$ cat src/rtl/barrel_hit_ctrl_if.sv
// Bus between the collision logic / frame timing and barrel_hit_ctrl.
// The master drives game state and overlap flags; the slave returns hits and sprite status.
interface barrel_hit_ctrl_if #(
    parameter int N_BARRELS = 10
);
    logic                 game_en;
    logic                 frame_tick;
    logic [N_BARRELS-1:0] collide;
    logic [N_BARRELS-1:0] hit;
    logic                 invuln;
    logic                 blink;
    logic [1:0]           lives_lost;

    modport master (
        output game_en, frame_tick, collide,
        input  hit, invuln, blink, lives_lost
    );

    modport slave (
        input  game_en, frame_tick, collide,
        output hit, invuln, blink, lives_lost
    );
endinterface

$ cat src/rtl/barrel_hit_ctrl.sv
// Turns per-barrel overlap levels into single hit pulses, with a frame-counted
// invulnerability window, player blink enable and a lives-lost lockout.
module barrel_hit_ctrl #(
    parameter int N_BARRELS     = 10,
    parameter int INVULN_FRAMES = 120,
    parameter int BLINK_FRAMES  = 8,
    parameter int MAX_LIVES     = 3
) (
    input  logic              clk,
    input  logic              rst,
    barrel_hit_ctrl_if.slave  bus
);

    typedef enum logic [1:0] {
        ST_IDLE,
        ST_ARMED,
        ST_INVULN,
        ST_DEAD
    } state_e;

    state_e               state_q;
    logic [N_BARRELS-1:0] collide_prev_q;
    logic [N_BARRELS-1:0] hit_q;
    logic                 invuln_q;
    logic                 blink_q;
    logic [1:0]           lives_q;
    logic [7:0]           inv_cnt_q;
    logic [7:0]           blink_cnt_q;

    logic [N_BARRELS-1:0] rise;
    logic [N_BARRELS-1:0] hit_d;
    logic [1:0]           lives_d;

    // Isolate the lowest set bit: simultaneous rises collapse to one reported hit.
    function automatic logic [N_BARRELS-1:0] lowest_onehot(input logic [N_BARRELS-1:0] v);
        return v & (~v + N_BARRELS'(1));
    endfunction

    assign rise    = bus.collide & ~collide_prev_q;
    assign hit_d   = lowest_onehot(rise);
    assign lives_d = lives_q + 2'd1;

    always_ff @(posedge clk) begin
        if (rst) begin
            state_q        <= ST_IDLE;
            collide_prev_q <= '0;
            hit_q          <= '0;
            invuln_q       <= 1'b0;
            blink_q        <= 1'b1;
            lives_q        <= 2'd0;
            inv_cnt_q      <= 8'd0;
            blink_cnt_q    <= 8'd0;
        end else begin
            collide_prev_q <= bus.collide;
            hit_q          <= '0;
            if (!bus.game_en) begin
                state_q     <= ST_IDLE;
                invuln_q    <= 1'b0;
                blink_q     <= 1'b1;
                lives_q     <= 2'd0;
                inv_cnt_q   <= 8'd0;
                blink_cnt_q <= 8'd0;
            end else begin
                case (state_q)
                    ST_IDLE: begin
                        state_q  <= ST_ARMED;
                        invuln_q <= 1'b0;
                        blink_q  <= 1'b1;
                        lives_q  <= 2'd0;
                    end
                    ST_ARMED: begin
                        if (|rise) begin
                            hit_q   <= hit_d;
                            lives_q <= lives_d;
                            if (lives_d == 2'(MAX_LIVES)) begin
                                state_q <= ST_DEAD;
                            end else begin
                                state_q     <= ST_INVULN;
                                inv_cnt_q   <= 8'(INVULN_FRAMES);
                                blink_cnt_q <= 8'(BLINK_FRAMES);
                                invuln_q    <= 1'b1;
                                blink_q     <= 1'b0;
                            end
                        end
                    end
                    ST_INVULN: begin
                        if (bus.frame_tick) begin
                            if (inv_cnt_q == 8'd1) begin
                                state_q  <= ST_ARMED;
                                invuln_q <= 1'b0;
                                blink_q  <= 1'b1;
                            end else begin
                                inv_cnt_q <= inv_cnt_q - 8'd1;
                                // Blink half-period expires on the tick that would take the count to zero.
                                if (blink_cnt_q == 8'd1) begin
                                    blink_q     <= ~blink_q;
                                    blink_cnt_q <= 8'(BLINK_FRAMES);
                                end else begin
                                    blink_cnt_q <= blink_cnt_q - 8'd1;
                                end
                            end
                        end
                    end
                    ST_DEAD: begin
                        invuln_q <= 1'b0;
                        blink_q  <= 1'b1;
                    end
                    default: state_q <= ST_IDLE;
                endcase
            end
        end
    end

    assign bus.hit        = hit_q;
    assign bus.invuln     = invuln_q;
    assign bus.blink      = blink_q;
    assign bus.lives_lost = lives_q;

endmodule

$ cat src/flat_wrapper.sv
// flat-port wrapper written by rule: the top's interface ports become plain ports
module barrel_hit_ctrl_flat 
#(
    parameter int N_BARRELS     = 10,
    parameter int INVULN_FRAMES = 120,
    parameter int BLINK_FRAMES  = 8,
    parameter int MAX_LIVES     = 3
)
  (clk, rst, bus_game_en, bus_frame_tick, bus_collide, bus_hit, bus_invuln, bus_blink, bus_lives_lost);
  barrel_hit_ctrl_if #(.N_BARRELS(N_BARRELS)) bus_i ();
  input  logic clk;
  input  logic rst;
  input wire logic [$bits(bus_i.game_en)-1:0] bus_game_en;
  input wire logic [$bits(bus_i.frame_tick)-1:0] bus_frame_tick;
  input wire logic [$bits(bus_i.collide)-1:0] bus_collide;
  output wire logic [$bits(bus_i.hit)-1:0] bus_hit;
  output wire logic [$bits(bus_i.invuln)-1:0] bus_invuln;
  output wire logic [$bits(bus_i.blink)-1:0] bus_blink;
  output wire logic [$bits(bus_i.lives_lost)-1:0] bus_lives_lost;
  assign bus_i.game_en = bus_game_en;
  assign bus_i.frame_tick = bus_frame_tick;
  assign bus_i.collide = bus_collide;
  assign bus_hit = bus_i.hit;
  assign bus_invuln = bus_i.invuln;
  assign bus_blink = bus_i.blink;
  assign bus_lives_lost = bus_i.lives_lost;
  barrel_hit_ctrl #(.N_BARRELS(N_BARRELS), .INVULN_FRAMES(INVULN_FRAMES), .BLINK_FRAMES(BLINK_FRAMES), .MAX_LIVES(MAX_LIVES)) u_core (.clk(clk), .rst(rst), .bus(bus_i));
endmodule
$ cat config.mk
export PLATFORM = sky130hd
export DESIGN_NAME = barrel_hit_ctrl_flat
export DESIGN_NICKNAME = d
export VERILOG_FILES = /design/src/rtl/barrel_hit_ctrl_if.sv /design/src/rtl/barrel_hit_ctrl.sv /design/src/flat_wrapper.sv
export SDC_FILE = /design/constraint.sdc
export NUM_CORES = 1
export LEC_CHECK = 0
export ABC_CLOCK_PERIOD_IN_PS = 2900
export CORE_ASPECT_RATIO = 1.75
export CORE_MARGIN = 4
export CORE_UTILIZATION = 54
export CTS_BUF_LIST = sky130_fd_sc_hd__clkbuf_16
export DETAILED_ROUTE_END_ITERATION = 16
export PLACE_DENSITY = 0.87
export SLEW_MARGIN = 10
export SYNTH_ARGS = -nofsm -noshare
export SYNTH_HDL_FRONTEND = slang
export SYNTH_SLANG_ARGS = --single-unit
export TNS_END_PERCENT = 10
$ cat constraint.sdc
create_clock -name clk -period 2.9 [get_ports clk]
set_clock_uncertainty 0.2 [all_clocks]
set_input_delay 0.87 -clock clk [delete_from_list [all_inputs] [get_ports clk]]
set_output_delay 0.87 -clock clk [all_outputs]
set_load 0.05 [all_outputs]
==> results.cfg <==
[sta]
finalSetupTns_ns = 0
slew_headroom_pct = 58.2
slew_viol_final = 0
tightest_slew_ns = 0.625
postLayoutSetupSlackWorst_ns = 0.180
setup_viol = 0
fin_crit_ns = 2.72
finalCritPeriodShare_pct = 93.8
clock.fmax_ghz = 0.368
rsz0062_at_grt = no
hold_viol_final = 0

[synthesis]
ys_seq_elements = 42
synth_compound_area_share_pct = 21.3
synth_ff_type = dfxtp_1
synthAdderAreaFrac_pct = 4.70
synth_area_leaders = dfxtp_1 (39%), ha_1 (4.7%), nor2_1 (4.1%)
syn_inst = 245
syn_area_um2 = 2130
synth_warnings = 0
synth_top_family_by_area = simple AND/OR/NAND/NOR gates
synth.net_count = 267
ys_seq_area_share_pct = 39.5
yosysUniqueCellTypes = 50
synth_common_cells = dfxtp_1 (42), nor2_1 (23), a21oi_1 (14)
synthMuxAreaShare_pct = 0
yosys.area.top_type = dfxtp_1
avgSynthCellArea_um2 = 8.69
yosysMostFrequentCell = dfxtp_1
synth-simple-area-share_pct = 29.0
synth_xor_area_share_pct = 0
async_reset_ff_share_pct = 0
synth_edf_count = 0
yosysTopAreaCellShare_pct = 39.5

[flow_run]
maxCapViolations = 0

[setup_path]
path_max_fanout = 8
critPathCaptureType = flip-flop
slowest_delay_ns = 0.52
critPathKind = in2reg
path_cells = clkdlybuf4s50_1 > inv_1 > a221oi_1 > nand2_1 > buf_4 > or4_1 > a21oi_1
cpMaxStageDelayCell = clkdlybuf4s50_1
path_buf_inv = 3
critPathTopFamily = buffers and inverters
cp-start-kind = input port
critPathArrivalTime_ns = 2.74
rrSetupSlack_ns = 0.38
crit_required_ns = 2.92

[final_layout]
fin_nets = 304
final_core_util_pct = 70.5
drive_gt1_share_pct = 10.6
multi_input_area_um2 = 1180
antennaDiodeCount = 0
syn2layout_area_growth_pct = 26.7
final_cells = 331
nFillCells = 315
layout.area.seq_um2 = 841
final_area_um2 = 2700

[global_routing]
grt_pass1_vias = 2068
antenna_found_initial = 0
track_usage_pct = 22.4
overflow = 0
grt_pass1_wl_um = 9250
grt_max_degree = 20

[place]
place_congestion = 0.932
dp.final_hpwl_um = 3850
placed_area_um2 = 2500
portBuffers = 27
dpl.cell_count = 323
dp_slack_ns = -0.0668

[status]
status = completed

[clock_network]
htree_levels = 2
postCtsResizedCells = 0
post_cts_buffers = 0
cts_tree = built
cts_buffer_depth = 2
cts_sinks = 42
numCtsBuffers = 5
clock_latency_ns = 0.29
cts.reportedPaths.clkPinSlew_ns = 0.06
cts_root_buf = clkbuf_16
cts_hold_buf = 0

[detailed_routing]
vias_per_cell = 6.12
firstDrtPassIters = 4
vias = 2025
dr.first_iter.drc_count = 65
ant_nets = 0
routed_wl_um = 5220
wl_per_cell_um = 15.8
drc_errors = 0

[power]
ir_drop_v = 0.000629
p_per_area_nw_per_um2 = 585
leakage_nw = 0.988

[die]
chipHeight_um = 91.1
design.core.area_um2 = 3830
num_rows = 30
die_area_um2 = 5050
die_w_um = 55.5
io_pins = 28
start_util_pct = 55.6

[hold_path]
hp-class = reg2reg
==> power by group <==
part | internal, W | total, W | leakage [nW] | switching [W]
logic | 0.000105 | 0.000242 | 0.552 | 0.000137
clock network | 0.000494 | 0.000722 | 0.0940 | 0.000228
registers | 0.000598 | 0.000615 | 0.342 | 0.0000171
==> logic make-up after synthesis <==
logic type / after synthesis
flops: 42
compound gates: 67
buf+inv: 24
fa+ha+maj: 8
simple gates: 104
==> placed cells by master (no fill, tap or decap), drive strengths merged, types with 4 or more instances in the layout <==
master         count
dfxtp             42
clkdlybuf4s50     27
nor2              23
buf               15
a21oi             14
o21ai             14
inv               12
nand2b            12
nand2             11
nor2b             11
o31ai              8
ha                 8
or4                7
o311ai             7
nor3               6
a211oi             6
nand4              5
clkbuf             5
nor4               5
a31oi              4
or3                4
==> layer usage <==
metal | wire (um) | vias up | GRT usage, %
li1 | - | 993 | -
met1 | 1980 | 957 | 21.3
met2 | 2860 | 60 | 42.8
met3 | 229 | 15 | 4.84
met4 | 153 | 0 | 12.4
met5 | 0 | - | 0
==> layout make-up <==
class,count,share of cell area (%)
clock inverters,3,2.55
inverters,12,1.67
multi-input cells,179,43.6
repair buffers,42,14.2
clock buffers,5,4.64
flip-flops and latches,42,31.2
well taps,48,2.23
==> per-stage QoR <==
| step | hold slack, ns | total power (W) |
|---|---|---|
| CTS | 0.298 | 0.00159 |
| detailed placement | 0.289 | 0.000863 |
| global route | 0.317 | 0.00165 |
| global placement | 0.269 | 0.000856 |
| finish | 0.293 | 0.00158 |
| floorplan | 0.248 | 0.000781 |
==> flip-flops by register name, indices dropped and copies added (netlist names) <==
register	count
u_core.bus.blink	1
u_core.bus.lives_lost	2
u_core.bus.invuln	1
u_core.blink_cnt_q	8
u_core.bus.hit	10
u_core.collide_prev_q	10
u_core.inv_cnt_q	8
u_core.state_q	2
==> path summary, 6_finish.rpt <==
path	start	to	cells after the start
min reg2reg	u_core.bus.lives_lost[0]	u_core.bus.lives_lost[0]	1
max reg2reg	u_core.blink_cnt_q[0]	u_core.bus.blink	6
max	bus_frame_tick	u_core.blink_cnt_q[7]	7
min	u_core.bus.lives_lost[0]	u_core.bus.lives_lost[0]	1
(Power assumes the default switching activity.)
